$ cat src/rtl/memoredf_pkg.sv
// Shared packet layout, response codes and FSM encoding for the MemorEDF front end.
// Latency: n/a (types and constants only).
// Backpressure: n/a.
package memoredf_pkg;

   localparam int ID_W      = 32;
   localparam int ADDR_W    = 40;
   localparam int DATA_W    = 128;
   localparam int STRB_W    = DATA_W / 8;
   localparam int MAX_BEATS = 4;

   localparam int META_W    = ADDR_W + ID_W + 29;
   localparam int DATA_SLOTS_W = MAX_BEATS * DATA_W;
   localparam int STRB_SLOTS_W = MAX_BEATS * STRB_W;
   localparam int PKT_W     = 1 + META_W + STRB_SLOTS_W + DATA_SLOTS_W;

   // Field offsets inside the flat packet; beat 0 always sits in the most significant slot.
   localparam int DATA_LSB  = 0;
   localparam int STRB_LSB  = DATA_LSB + DATA_SLOTS_W;
   localparam int META_LSB  = STRB_LSB + STRB_SLOTS_W;
   localparam int TYPE_BIT  = META_LSB + META_W;

   localparam logic TYPE_WRITE = 1'b1;
   localparam logic TYPE_READ  = 1'b0;

   localparam logic [1:0] RESP_OKAY   = 2'b00;
   localparam logic [1:0] RESP_SLVERR = 2'b10;

   typedef enum logic [1:0] {
      ST_IDLE,
      ST_WDATA,
      ST_PKT_OUT,
      ST_BRESP
   } pkt_state_e;

   // Address-channel metadata in packet order (MSB first).
   typedef struct packed {
      logic [ADDR_W-1:0] addr;
      logic [ID_W-1:0]   id;
      logic [7:0]        len;
      logic [2:0]        size;
      logic [1:0]        burst;
      logic              lock;
      logic [3:0]        cache;
      logic [2:0]        prot;
      logic [3:0]        qos;
      logic [3:0]        region;
   } meta_t;

   // Ascending slot index so that slot 0 lands in the upper bits when packed.
   typedef logic [0:MAX_BEATS-1][DATA_W-1:0] data_slots_t;
   typedef logic [0:MAX_BEATS-1][STRB_W-1:0] strb_slots_t;

endpackage

$ cat src/rtl/axi_packetizer_if.sv
// AXI4 write/read-address client port bundle (no R channel) for the packetizer.
// Latency: n/a (wires only).
// Backpressure: n/a; handshakes are carried by the member valid/ready pairs.
interface axi_packetizer_if;
   import memoredf_pkg::*;

   logic [ID_W-1:0]   S_AXI_AWID;
   logic [ADDR_W-1:0] S_AXI_AWADDR;
   logic [7:0]        S_AXI_AWLEN;
   logic [2:0]        S_AXI_AWSIZE;
   logic [1:0]        S_AXI_AWBURST;
   logic              S_AXI_AWLOCK;
   logic [3:0]        S_AXI_AWCACHE;
   logic [2:0]        S_AXI_AWPROT;
   logic [3:0]        S_AXI_AWQOS;
   logic [3:0]        S_AXI_AWREGION;
   logic              S_AXI_AWVALID;
   logic              S_AXI_AWREADY;

   logic [DATA_W-1:0] S_AXI_WDATA;
   logic [STRB_W-1:0] S_AXI_WSTRB;
   logic              S_AXI_WLAST;
   logic              S_AXI_WVALID;
   logic              S_AXI_WREADY;

   logic [ID_W-1:0]   S_AXI_BID;
   logic [1:0]        S_AXI_BRESP;
   logic              S_AXI_BVALID;
   logic              S_AXI_BREADY;

   logic [ID_W-1:0]   S_AXI_ARID;
   logic [ADDR_W-1:0] S_AXI_ARADDR;
   logic [7:0]        S_AXI_ARLEN;
   logic [2:0]        S_AXI_ARSIZE;
   logic [1:0]        S_AXI_ARBURST;
   logic              S_AXI_ARLOCK;
   logic [3:0]        S_AXI_ARCACHE;
   logic [2:0]        S_AXI_ARPROT;
   logic [3:0]        S_AXI_ARQOS;
   logic [3:0]        S_AXI_ARREGION;
   logic              S_AXI_ARVALID;
   logic              S_AXI_ARREADY;

   modport slave (
      input  S_AXI_AWID, S_AXI_AWADDR, S_AXI_AWLEN, S_AXI_AWSIZE, S_AXI_AWBURST,
             S_AXI_AWLOCK, S_AXI_AWCACHE, S_AXI_AWPROT, S_AXI_AWQOS, S_AXI_AWREGION,
             S_AXI_AWVALID,
      output S_AXI_AWREADY,
      input  S_AXI_WDATA, S_AXI_WSTRB, S_AXI_WLAST, S_AXI_WVALID,
      output S_AXI_WREADY,
      output S_AXI_BID, S_AXI_BRESP, S_AXI_BVALID,
      input  S_AXI_BREADY,
      input  S_AXI_ARID, S_AXI_ARADDR, S_AXI_ARLEN, S_AXI_ARSIZE, S_AXI_ARBURST,
             S_AXI_ARLOCK, S_AXI_ARCACHE, S_AXI_ARPROT, S_AXI_ARQOS, S_AXI_ARREGION,
             S_AXI_ARVALID,
      output S_AXI_ARREADY
   );

   modport master (
      output S_AXI_AWID, S_AXI_AWADDR, S_AXI_AWLEN, S_AXI_AWSIZE, S_AXI_AWBURST,
             S_AXI_AWLOCK, S_AXI_AWCACHE, S_AXI_AWPROT, S_AXI_AWQOS, S_AXI_AWREGION,
             S_AXI_AWVALID,
      input  S_AXI_AWREADY,
      output S_AXI_WDATA, S_AXI_WSTRB, S_AXI_WLAST, S_AXI_WVALID,
      input  S_AXI_WREADY,
      input  S_AXI_BID, S_AXI_BRESP, S_AXI_BVALID,
      output S_AXI_BREADY,
      output S_AXI_ARID, S_AXI_ARADDR, S_AXI_ARLEN, S_AXI_ARSIZE, S_AXI_ARBURST,
             S_AXI_ARLOCK, S_AXI_ARCACHE, S_AXI_ARPROT, S_AXI_ARQOS, S_AXI_ARREGION,
             S_AXI_ARVALID,
      input  S_AXI_ARREADY
   );

endinterface

$ cat src/rtl/axi_packetizer_arbiter.sv
// AR/AW grant selection; PACKETIZER_RR_EN selects round-robin, otherwise reads win.
// Latency: combinational grant; the last-grant register updates on the granted handshake.
// Backpressure: the losing request simply sees no grant and stays pending.
module packetizer_arbiter (
`ifdef PACKETIZER_RR_EN
   input  logic clk,
   input  logic rst_n,
   input  logic grant_en,
`endif
   input  logic req_r,
   input  logic req_w,
   output logic grant_r,
   output logic grant_w
);

`ifdef PACKETIZER_RR_EN
   logic last_w_q, last_w_d;

   // Contention goes to the channel that did not win last time.
   always_comb begin
      grant_w  = req_w & (~req_r | ~last_w_q);
      grant_r  = req_r & ~grant_w;
      last_w_d = last_w_q;
      if (grant_en && (grant_r || grant_w)) begin
         last_w_d = grant_w;
      end
   end

   // Remember which channel was granted most recently.
   always_ff @(posedge clk or negedge rst_n) begin
      if (!rst_n) begin
         last_w_q <= 1'b0;
      end else begin
         last_w_q <= last_w_d;
      end
   end
`else
   // Fixed priority: a pending read always beats a pending write.
   always_comb begin
      grant_r = req_r;
      grant_w = req_w & ~req_r;
   end
`endif

endmodule

$ cat src/rtl/axi_packetizer.sv
// Packs one AXI read request or whole write burst (<=4 beats kept) into a flat scheduler packet.
// Latency: packet_valid one cycle after the AR or WLAST handshake; BVALID one cycle after packet accept.
// Backpressure: one transaction in flight; all readies stay low until packet_ready (and BREADY for writes).
// Build option: define PACKETIZER_RR_EN for round-robin AR/AW arbitration (default: reads first).
module axi_packetizer
   import memoredf_pkg::*;
(
   input  logic             S_AXI_ACLK,
   input  logic             S_AXI_ARESETN,
   axi_packetizer_if.slave  s_axi,
   output logic [PKT_W-1:0] packet_out,
   output logic             packet_valid,
   input  logic             packet_ready,
   output logic             overflow_error
);

   pkt_state_e  state_q, state_d;
   logic        type_q, type_d;
   meta_t       meta_q, meta_d;
   data_slots_t data_q, data_d;
   strb_slots_t strb_q, strb_d;
   logic [2:0]  beat_cnt_q, beat_cnt_d;
   logic        burst_ovf_q, burst_ovf_d;
   logic        overflow_error_q, overflow_error_d;

   logic        in_idle;
   logic        grant_r, grant_w;

   assign in_idle = (state_q == ST_IDLE);

   packetizer_arbiter u_arb (
`ifdef PACKETIZER_RR_EN
      .clk      (S_AXI_ACLK),
      .rst_n    (S_AXI_ARESETN),
      .grant_en (in_idle),
`endif
      .req_r    (s_axi.S_AXI_ARVALID),
      .req_w    (s_axi.S_AXI_AWVALID),
      .grant_r  (grant_r),
      .grant_w  (grant_w)
   );

   // Handshake outputs are pure decodes of the current state (and grant while idle).
   always_comb begin
      s_axi.S_AXI_ARREADY = in_idle & grant_r;
      s_axi.S_AXI_AWREADY = in_idle & grant_w;
      s_axi.S_AXI_WREADY  = (state_q == ST_WDATA);
      s_axi.S_AXI_BVALID  = (state_q == ST_BRESP);
      s_axi.S_AXI_BID     = meta_q.id;
      s_axi.S_AXI_BRESP   = ((state_q == ST_BRESP) && burst_ovf_q) ? RESP_SLVERR : RESP_OKAY;
      packet_valid        = (state_q == ST_PKT_OUT);
      overflow_error      = overflow_error_q;
   end

   // Packet is driven straight from the capture registers so it is stable while waiting.
   always_comb begin
      packet_out = '0;
      packet_out[TYPE_BIT]                     = type_q;
      packet_out[META_LSB +: META_W]           = meta_q;
      packet_out[STRB_LSB +: STRB_SLOTS_W]     = strb_q;
      packet_out[DATA_LSB +: DATA_SLOTS_W]     = data_q;
   end

   // Next-state and capture logic for the single in-flight transaction.
   always_comb begin
      state_d          = state_q;
      type_d           = type_q;
      meta_d           = meta_q;
      data_d           = data_q;
      strb_d           = strb_q;
      beat_cnt_d       = beat_cnt_q;
      burst_ovf_d      = burst_ovf_q;
      overflow_error_d = overflow_error_q;

      case (state_q)
         ST_IDLE: begin
            if (s_axi.S_AXI_ARREADY) begin
               type_d      = TYPE_READ;
               meta_d      = '{addr:   s_axi.S_AXI_ARADDR,  id:    s_axi.S_AXI_ARID,
                               len:    s_axi.S_AXI_ARLEN,   size:  s_axi.S_AXI_ARSIZE,
                               burst:  s_axi.S_AXI_ARBURST, lock:  s_axi.S_AXI_ARLOCK,
                               cache:  s_axi.S_AXI_ARCACHE, prot:  s_axi.S_AXI_ARPROT,
                               qos:    s_axi.S_AXI_ARQOS,   region: s_axi.S_AXI_ARREGION};
               data_d      = '0;
               strb_d      = '0;
               burst_ovf_d = 1'b0;
               state_d     = ST_PKT_OUT;
            end else if (s_axi.S_AXI_AWREADY) begin
               type_d      = TYPE_WRITE;
               meta_d      = '{addr:   s_axi.S_AXI_AWADDR,  id:    s_axi.S_AXI_AWID,
                               len:    s_axi.S_AXI_AWLEN,   size:  s_axi.S_AXI_AWSIZE,
                               burst:  s_axi.S_AXI_AWBURST, lock:  s_axi.S_AXI_AWLOCK,
                               cache:  s_axi.S_AXI_AWCACHE, prot:  s_axi.S_AXI_AWPROT,
                               qos:    s_axi.S_AXI_AWQOS,   region: s_axi.S_AXI_AWREGION};
               data_d      = '0;
               strb_d      = '0;
               beat_cnt_d  = '0;
               burst_ovf_d = 1'b0;
               state_d     = ST_WDATA;
            end
         end

         ST_WDATA: begin
            if (s_axi.S_AXI_WVALID) begin
               // beat_cnt saturates at 4; bit 2 set means every slot is already used.
               if (!beat_cnt_q[2]) begin
                  data_d[beat_cnt_q[1:0]] = s_axi.S_AXI_WDATA;
                  strb_d[beat_cnt_q[1:0]] = s_axi.S_AXI_WSTRB;
                  beat_cnt_d              = beat_cnt_q + 3'd1;
               end else begin
                  burst_ovf_d      = 1'b1;
                  overflow_error_d = 1'b1;
               end
               // WLAST, not AWLEN, closes the burst.
               if (s_axi.S_AXI_WLAST) begin
                  state_d = ST_PKT_OUT;
               end
            end
         end

         ST_PKT_OUT: begin
            if (packet_ready) begin
               state_d = (type_q == TYPE_WRITE) ? ST_BRESP : ST_IDLE;
            end
         end

         ST_BRESP: begin
            if (s_axi.S_AXI_BREADY) begin
               state_d = ST_IDLE;
            end
         end

         default: state_d = ST_IDLE;
      endcase
   end

   // State and capture registers; reset drops any partial packet immediately.
   always_ff @(posedge S_AXI_ACLK or negedge S_AXI_ARESETN) begin
      if (!S_AXI_ARESETN) begin
         state_q          <= ST_IDLE;
         type_q           <= 1'b0;
         meta_q           <= '0;
         data_q           <= '0;
         strb_q           <= '0;
         beat_cnt_q       <= '0;
         burst_ovf_q      <= 1'b0;
         overflow_error_q <= 1'b0;
      end else begin
         state_q          <= state_d;
         type_q           <= type_d;
         meta_q           <= meta_d;
         data_q           <= data_d;
         strb_q           <= strb_d;
         beat_cnt_q       <= beat_cnt_d;
         burst_ovf_q      <= burst_ovf_d;
         overflow_error_q <= overflow_error_d;
      end
   end

endmodule

$ cat src/flat_wrapper.sv
// flat-port wrapper written by rule: the top's interface ports become plain ports
module axi_packetizer_flat import memoredf_pkg::*;
  (S_AXI_ACLK, S_AXI_ARESETN, packet_out, packet_valid, packet_ready, overflow_error, s_axi_S_AXI_AWID, s_axi_S_AXI_AWADDR, s_axi_S_AXI_AWLEN, s_axi_S_AXI_AWSIZE, s_axi_S_AXI_AWBURST, s_axi_S_AXI_AWLOCK, s_axi_S_AXI_AWCACHE, s_axi_S_AXI_AWPROT, s_axi_S_AXI_AWQOS, s_axi_S_AXI_AWREGION, s_axi_S_AXI_AWVALID, s_axi_S_AXI_AWREADY, s_axi_S_AXI_WDATA, s_axi_S_AXI_WSTRB, s_axi_S_AXI_WLAST, s_axi_S_AXI_WVALID, s_axi_S_AXI_WREADY, s_axi_S_AXI_BID, s_axi_S_AXI_BRESP, s_axi_S_AXI_BVALID, s_axi_S_AXI_BREADY, s_axi_S_AXI_ARID, s_axi_S_AXI_ARADDR, s_axi_S_AXI_ARLEN, s_axi_S_AXI_ARSIZE, s_axi_S_AXI_ARBURST, s_axi_S_AXI_ARLOCK, s_axi_S_AXI_ARCACHE, s_axi_S_AXI_ARPROT, s_axi_S_AXI_ARQOS, s_axi_S_AXI_ARREGION, s_axi_S_AXI_ARVALID, s_axi_S_AXI_ARREADY);
  axi_packetizer_if s_axi_i ();
  input  logic S_AXI_ACLK;
  input  logic S_AXI_ARESETN;
  output logic [PKT_W-1:0] packet_out;
  output logic packet_valid;
  input  logic packet_ready;
  output logic overflow_error;
  input wire logic [$bits(s_axi_i.S_AXI_AWID)-1:0] s_axi_S_AXI_AWID;
  input wire logic [$bits(s_axi_i.S_AXI_AWADDR)-1:0] s_axi_S_AXI_AWADDR;
  input wire logic [$bits(s_axi_i.S_AXI_AWLEN)-1:0] s_axi_S_AXI_AWLEN;
  input wire logic [$bits(s_axi_i.S_AXI_AWSIZE)-1:0] s_axi_S_AXI_AWSIZE;
  input wire logic [$bits(s_axi_i.S_AXI_AWBURST)-1:0] s_axi_S_AXI_AWBURST;
  input wire logic [$bits(s_axi_i.S_AXI_AWLOCK)-1:0] s_axi_S_AXI_AWLOCK;
  input wire logic [$bits(s_axi_i.S_AXI_AWCACHE)-1:0] s_axi_S_AXI_AWCACHE;
  input wire logic [$bits(s_axi_i.S_AXI_AWPROT)-1:0] s_axi_S_AXI_AWPROT;
  input wire logic [$bits(s_axi_i.S_AXI_AWQOS)-1:0] s_axi_S_AXI_AWQOS;
  input wire logic [$bits(s_axi_i.S_AXI_AWREGION)-1:0] s_axi_S_AXI_AWREGION;
  input wire logic [$bits(s_axi_i.S_AXI_AWVALID)-1:0] s_axi_S_AXI_AWVALID;
  output wire logic [$bits(s_axi_i.S_AXI_AWREADY)-1:0] s_axi_S_AXI_AWREADY;
  input wire logic [$bits(s_axi_i.S_AXI_WDATA)-1:0] s_axi_S_AXI_WDATA;
  input wire logic [$bits(s_axi_i.S_AXI_WSTRB)-1:0] s_axi_S_AXI_WSTRB;
  input wire logic [$bits(s_axi_i.S_AXI_WLAST)-1:0] s_axi_S_AXI_WLAST;
  input wire logic [$bits(s_axi_i.S_AXI_WVALID)-1:0] s_axi_S_AXI_WVALID;
  output wire logic [$bits(s_axi_i.S_AXI_WREADY)-1:0] s_axi_S_AXI_WREADY;
  output wire logic [$bits(s_axi_i.S_AXI_BID)-1:0] s_axi_S_AXI_BID;
  output wire logic [$bits(s_axi_i.S_AXI_BRESP)-1:0] s_axi_S_AXI_BRESP;
  output wire logic [$bits(s_axi_i.S_AXI_BVALID)-1:0] s_axi_S_AXI_BVALID;
  input wire logic [$bits(s_axi_i.S_AXI_BREADY)-1:0] s_axi_S_AXI_BREADY;
  input wire logic [$bits(s_axi_i.S_AXI_ARID)-1:0] s_axi_S_AXI_ARID;
  input wire logic [$bits(s_axi_i.S_AXI_ARADDR)-1:0] s_axi_S_AXI_ARADDR;
  input wire logic [$bits(s_axi_i.S_AXI_ARLEN)-1:0] s_axi_S_AXI_ARLEN;
  input wire logic [$bits(s_axi_i.S_AXI_ARSIZE)-1:0] s_axi_S_AXI_ARSIZE;
  input wire logic [$bits(s_axi_i.S_AXI_ARBURST)-1:0] s_axi_S_AXI_ARBURST;
  input wire logic [$bits(s_axi_i.S_AXI_ARLOCK)-1:0] s_axi_S_AXI_ARLOCK;
  input wire logic [$bits(s_axi_i.S_AXI_ARCACHE)-1:0] s_axi_S_AXI_ARCACHE;
  input wire logic [$bits(s_axi_i.S_AXI_ARPROT)-1:0] s_axi_S_AXI_ARPROT;
  input wire logic [$bits(s_axi_i.S_AXI_ARQOS)-1:0] s_axi_S_AXI_ARQOS;
  input wire logic [$bits(s_axi_i.S_AXI_ARREGION)-1:0] s_axi_S_AXI_ARREGION;
  input wire logic [$bits(s_axi_i.S_AXI_ARVALID)-1:0] s_axi_S_AXI_ARVALID;
  output wire logic [$bits(s_axi_i.S_AXI_ARREADY)-1:0] s_axi_S_AXI_ARREADY;
  assign s_axi_i.S_AXI_AWID = s_axi_S_AXI_AWID;
  assign s_axi_i.S_AXI_AWADDR = s_axi_S_AXI_AWADDR;
  assign s_axi_i.S_AXI_AWLEN = s_axi_S_AXI_AWLEN;
  assign s_axi_i.S_AXI_AWSIZE = s_axi_S_AXI_AWSIZE;
  assign s_axi_i.S_AXI_AWBURST = s_axi_S_AXI_AWBURST;
  assign s_axi_i.S_AXI_AWLOCK = s_axi_S_AXI_AWLOCK;
  assign s_axi_i.S_AXI_AWCACHE = s_axi_S_AXI_AWCACHE;
  assign s_axi_i.S_AXI_AWPROT = s_axi_S_AXI_AWPROT;
  assign s_axi_i.S_AXI_AWQOS = s_axi_S_AXI_AWQOS;
  assign s_axi_i.S_AXI_AWREGION = s_axi_S_AXI_AWREGION;
  assign s_axi_i.S_AXI_AWVALID = s_axi_S_AXI_AWVALID;
  assign s_axi_S_AXI_AWREADY = s_axi_i.S_AXI_AWREADY;
  assign s_axi_i.S_AXI_WDATA = s_axi_S_AXI_WDATA;
  assign s_axi_i.S_AXI_WSTRB = s_axi_S_AXI_WSTRB;
  assign s_axi_i.S_AXI_WLAST = s_axi_S_AXI_WLAST;
  assign s_axi_i.S_AXI_WVALID = s_axi_S_AXI_WVALID;
  assign s_axi_S_AXI_WREADY = s_axi_i.S_AXI_WREADY;
  assign s_axi_S_AXI_BID = s_axi_i.S_AXI_BID;
  assign s_axi_S_AXI_BRESP = s_axi_i.S_AXI_BRESP;
  assign s_axi_S_AXI_BVALID = s_axi_i.S_AXI_BVALID;
  assign s_axi_i.S_AXI_BREADY = s_axi_S_AXI_BREADY;
  assign s_axi_i.S_AXI_ARID = s_axi_S_AXI_ARID;
  assign s_axi_i.S_AXI_ARADDR = s_axi_S_AXI_ARADDR;
  assign s_axi_i.S_AXI_ARLEN = s_axi_S_AXI_ARLEN;
  assign s_axi_i.S_AXI_ARSIZE = s_axi_S_AXI_ARSIZE;
  assign s_axi_i.S_AXI_ARBURST = s_axi_S_AXI_ARBURST;
  assign s_axi_i.S_AXI_ARLOCK = s_axi_S_AXI_ARLOCK;
  assign s_axi_i.S_AXI_ARCACHE = s_axi_S_AXI_ARCACHE;
  assign s_axi_i.S_AXI_ARPROT = s_axi_S_AXI_ARPROT;
  assign s_axi_i.S_AXI_ARQOS = s_axi_S_AXI_ARQOS;
  assign s_axi_i.S_AXI_ARREGION = s_axi_S_AXI_ARREGION;
  assign s_axi_i.S_AXI_ARVALID = s_axi_S_AXI_ARVALID;
  assign s_axi_S_AXI_ARREADY = s_axi_i.S_AXI_ARREADY;
  axi_packetizer u_core (.S_AXI_ACLK(S_AXI_ACLK), .S_AXI_ARESETN(S_AXI_ARESETN), .s_axi(s_axi_i), .packet_out(packet_out), .packet_valid(packet_valid), .packet_ready(packet_ready), .overflow_error(overflow_error));
endmodule
$ cat config.mk
export PLATFORM = sky130hd
export DESIGN_NAME = axi_packetizer_flat
export DESIGN_NICKNAME = d
export VERILOG_FILES = /design/src/rtl/memoredf_pkg.sv /design/src/rtl/axi_packetizer_if.sv /design/src/rtl/axi_packetizer_arbiter.sv /design/src/rtl/axi_packetizer.sv /design/src/flat_wrapper.sv
export SDC_FILE = /design/constraint.sdc
export NUM_CORES = 1
export LEC_CHECK = 0
export CAP_MARGIN = 20
export CORE_AREA = 10 10 412 414
export DETAILED_ROUTE_END_ITERATION = 7
export DIE_AREA = 0 0 422 424
export GPL_ROUTABILITY_DRIVEN = 0
export PLACE_DENSITY_LB_ADDON = 0.3
export SLEW_MARGIN = 20
export SYNTH_ARGS = -nofsm -noshare
export SYNTH_HDL_FRONTEND = slang
export SYNTH_HIERARCHICAL = 1
export SYNTH_SLANG_ARGS = --single-unit
$ cat constraint.sdc
create_clock -name S_AXI_ACLK -period 1.87 [get_ports S_AXI_ACLK]
set_clock_uncertainty 0.2 [all_clocks]
set_input_delay 0.2805 -clock S_AXI_ACLK [delete_from_list [all_inputs] [get_ports S_AXI_ACLK]]
set_output_delay 0.2805 -clock S_AXI_ACLK [all_outputs]
set_load 0.05 [all_outputs]
After elaboration in Yosys (flattened, before gate mapping)
Index checks and enable logic that the tools add are counted.
{"block": "word_totals", "reg_bits": 685, "input_bits": 354, "out_inout_bits": 718}
{"block": "classes", "add_sub_neg": 1, "order_cmp": 2, "n_eq_ne": 12, "n_mux": 39, "bitwise": 5, "reduce_logical": 12}
{"operator": "$mux 512", "n": 4}
{"operator": "$pmux 512 s2", "n": 1}
{"operator": "$bwmux 512", "n": 1}
{"operator": "$demux 128 s2", "n": 1}
{"operator": "$mux 64", "n": 4}
{"operator": "$mux 101", "n": 2}
{"operator": "$mux 128", "n": 1}
{"operator": "$pmux 64 s2", "n": 1}
{"operator": "$bwmux 64", "n": 1}
{"operator": "$demux 16 s2", "n": 1}
{"operator": "$mux 16", "n": 1}
{"operator": "$mux 2", "n": 8}
{"operator": "$mux 3", "n": 4}
{"operator": "$reduce_and 4->1", "n": 3}
{"operator": "$ne 2x2->1 const B", "n": 5}
{"operator": "$reduce_and 5->1", "n": 2}
{"operator": "$pmux 2 s4", "n": 1}
{"operator": "$mux 1", "n": 6}
{"operator": "$ne 2x1->1 const B", "n": 3}
{"operator": "$pmux 3 s2", "n": 1}
{"operator": "$eq 2x2->1 const B", "n": 2}
{"operator": "$reduce_bool 2->1", "n": 2}
{"operator": "$add 3x1->3 const B", "n": 1}
{"operator": "$and 1x1->1", "n": 3}
{"operator": "other kinds (11)", "n": 12}

Longest topological paths before layout
{"block": "depth", "word_depth": 9, "depth_mapped": 7}

Modules after synthesis
The synthesis kept the hierarchy.
{"mod": "axi_packetizer", "instances": 1, "cells_per_inst": 1827, "area_per_inst_um2": 25803.5, "seq_area_each_um2": 17141.4}
{"mod": "packetizer_arbiter", "instances": 1, "cells_per_inst": 2, "area_per_inst_um2": 21.3, "seq_area_each_um2": 0.0}

Worst setup path after synthesis
Ideal clock, no wire load.
{"block": "synth_timing", "path_type": "flip-flop to output port", "start": "reg u_core.state_q[0]", "end": "out s_axi_S_AXI_ARREADY", "arrival_ns": 1.622, "required_time_ns": 1.390, "slack_ns": -0.232, "stages_incl_launch_ff": 7, "n_path_buf": 4, "path_cell_list": "dfrtp_1 buf_6 or3b_1 clkbuf_1 buf_6 buf_6 inv_1"}
{"block": "synth_via", "elab_chain_cells": 2}
{"element": "start, declared", "line_no": "axi_packetizer.sv:17", "text": "pkt_state_e state_q, state_d;"}
{"element": "start signal, assigned", "line_no": "axi_packetizer.sv:149", "text": "state_q <= state_d;"}
{"element": "$logic_not 2->1", "line_no": "axi_packetizer.sv:29", "text": "assign in_idle = (state_q == ST_IDLE);"}
{"element": "$and 1x1->1", "line_no": "axi_packetizer.sv:45", "text": "s_axi.S_AXI_ARREADY = in_idle & grant_r;"}
{"element": "end, declared", "line_no": "flat_wrapper.sv:43", "text": "output wire logic [$bits(s_axi_i.S_AXI_ARREADY)-1:0] s_axi_S_AXI_ARREADY;"}
Every way passes these cells.

Worst setup path after layout
{"block": "layout_timing", "start": "reg u_core.state_q[1]", "end": "out s_axi_S_AXI_ARREADY"}
The elaborated chain is that of the path after synthesis.

==> reports/metrics.yaml <==
status:
  status: "finished, violations left"
  violations: "setup timing"
setup_path:
  worstSetupPathType: "register to output port"
  slowest_stage: "or3b_4"
  path_cells: "or3b_4 > buf_12 > clkinvlp_4 > buf_12"
  rr_worst_depth: 9
  worst_ep_required_time_ps: 1390
  crit_path_max_incr_delay_ps: 450
  cp_common_cell: "buf_12"
  cp.depth: 4
  critPathBufInv: 3
  crit_family: "simple AND/OR/NAND/NOR gates"
  start_kind: "register"
  cp_max_fo: 3
  cp.arrival_ps: 1870
  endpoint_kind: "output port"
synth:
  synthArstFlopShare: 1.00
  yosysUniqueCellTypes: 36
  ys_seq_area_frac: 0.664
  avgSynthCellArea_um2: 14.1
  ys_seq_elements: 685
  synthCells: 1829
  ys.flop_type: "dfrtp_1"
  ys.warnings.count: 6
  synth_edf_count: 0
  syn-cell-area_mm2: 0.0258
  syn_nets: 2187
clock_tree:
  cts_buffer_depth: 3
  cts_tree: "done"
  cts_root_buf: "clkbuf_16"
  htreeDepth: 3
  clk_pin_slew_ps: 50
  cts_sinks: 685
  cts_buffers: 83
  insertion_delay_ps: 690
finish:
  final_cell_mix: "810 x buf_4, 681 x dfrtp_1, 578 x a22o_1, 352 x clkdlybuf4s50_1"
  drive_above_1_share: 0.371
  nets: 3633
  area_growth_pct: 81.1
  final_common_cell: "buf_4"
  fin_cells: 5516
timing:
  worst_slew_pin_slew_ps: 536
  fmaxAchievable_mhz: 426
  finalWorstSetupSlack_ps: -479
  finalCriticalPeriod_ps: 2350
  setup_viol: 655
  period_share: 1.26
  grt_setup_unrepaired: "true"
  hold_viol: 0
  max-slew-margin-rel: 0.641
  slew_violations: 0
routing:
  drtIter0Drc: 1547
  firstDrtPassIters: 5
  wl_per_cell_um: 26.1
  drt-total-wl_um: 144000
  vias_per_cell: 4.16
  ant_nets: 0
  drc: 0
  vias: 22952
flow_run:
  drv_cap: 0
placement:
  dp_cells: 5075
  dp_slack_ps: -740
  dp_hpwl_um: 102000
  io_buffers: 1070
global_route:
  grt_usage: 0.148
  grt_pass1_vias: 24337
  overflow: 0
  grt_pass1_wl_um: 194000
  antenna_found_initial: 11
  grt_max_degree: 65
die:
  rows: 148
  ios: 1072
  die_area_mm2: 0.179
  die_height_um: 424
  core_area_mm2: 0.162
  die_x_um: 422
  start_util: 0.160
power_and_ir_drop:
  p_per_area_mw_per_mm2: 1280
  p_leak_nw: 22.7
  peakVddDrop_mv: 1.10
worst_hold_path:
  holdCritPathClass: "input port to register"
  min_path_cells: 3
sequential cells by signal, summed over array words and instances, names as in the netlist:
| register | cells |
|---|---|
| u_core/beat_cnt_q | 3 |
| u_core/type_q | 1 |
| u_core/state_q | 2 |
| u_core/burst_ovf_q | 1 |
| u_core/s_axi.S_AXI_BID | 32 |
| u_core/packet_out | 645 |
| u_core/overflow_error | 1 |
synthesized netlist by cell type, types with 2 or more instances:
library cell | number | area (um2)
a21oi_1 | 4 | 20.0
a22o_1 | 578 | 5060
and2_1 | 5 | 31.3
buf_2 | 103 | 515
buf_4 | 51 | 383
buf_6 | 12 | 135
clkbuf_1 | 41 | 154
dfrtp_1 | 685 | 17100
ha_1 | 4 | 50.1
inv_1 | 7 | 26.3
mux2i_1 | 101 | 1010
nand2b_1 | 4 | 25.0
nor2_1 | 5 | 18.8
o211ai_2 | 2 | 25.0
o211ai_4 | 2 | 42.5
o21ai_0 | 135 | 676
o21ai_1 | 71 | 355
logic make-up after synthesis:
logic type / Yosys count / share of synthesized area
AO/OA/AOI/OAI: 799 / 0.242
adder cells (fa/ha/maj): 4 / 0.00194
buffers and inverters: 215 / 0.0471
flip-flops: 685 / 0.664
multiplexers: 102 / 0.0396
other: 1 / 0.000145
AND/OR/NAND/NOR: 23 / 0.00591
layout make-up:
type,instances,area [um2]
diodes,2,5.00
clock buffers,121,2410
clock inverters,28,415
fillers,16509,115000
inverters,8,41.3
multi-input cells,929,7600
flip-flops and latches,685,17100
well taps,2175,2720
repair buffers,1568,16400
routing by layer:
layer / GRT usage / vias up / share of wire
met2: 0.265 / 1032 / 0.52
met5: 0 / - / 0.00019
met1: 0.163 / 11812 / 0.38
li1: - / 9897 / -
met3: 0.0408 / 207 / 0.065
met4: 0.0643 / 4 / 0.041
repair_timing:
| item | in CTS | in global routing |
|---|---|---|
| hold buffers | 139 | 1 |
| hold endpoints to repair | 767 | 12 |
| setup buffers | 69 | 26 |
| resized for setup | 109 | 68 |
| cloned | 37 | 29 |
| pin swaps | 59 | 92 |
| setup endpoints to repair | 714 | 1390 |
through the flow:
step,cell area (um2),utilization,hold slack [ps],power (mW),setup TNS [ps]
after floorplan,25800,-,-215,31.2,-85.8
after global placement,39200,0.243,-93.9,41.3,-376750
after detailed placement,39200,0.243,-91.8,41.4,-390740
after CTS,45800,0.283,0.0395,60.5,-267860
after global routing,46800,0.289,49.1,62.5,-198650
final,46800,0.289,79.8,60.0,-158800
path summary, 6_finish.rpt:
path,slack [ps],to,from
worst max-delay path,-480,s_axi_S_AXI_ARREADY,u_core/state_q[1]$_DFFE_PN0P_
worst min-delay path,80,u_core/s_axi.S_AXI_BID[21]$_DFFE_PN0P_,s_axi_S_AXI_ARID[21]
worst max register to register,-400,u_core/packet_out[25]$_DFFE_PN0P_,u_core/state_q[1]$_DFFE_PN0P_
worst min register to register,300,u_core/packet_out[525]$_DFFE_PN0P_,u_core/packet_out[525]$_DFFE_PN0P_
max in group asynchronous,230,u_core/packet_out[509]$_DFFE_PN0P_,S_AXI_ARESETN
min in group asynchronous,340,u_core/packet_out[34]$_DFFE_PN0P_,S_AXI_ARESETN
where the power goes:
group | total, mW | switching, mW | internal [mW]
logic | 24.8 | 15.7 | 9.10
clock network | 16.9 | 6.90 | 9.99
registers | 18.4 | 1.53 | 16.8
worst reg2reg max path: stages (launching register included):
cell and delay (ps):
dfrtp_1 400, buf_4 150, buf_4 120, and4bb_4 330
buf_4 120, and2_4 220, buf_12 160, buf_12 120
bufbuf_16 250, a22o_1 130
Power figures use the tool's default switching activity.
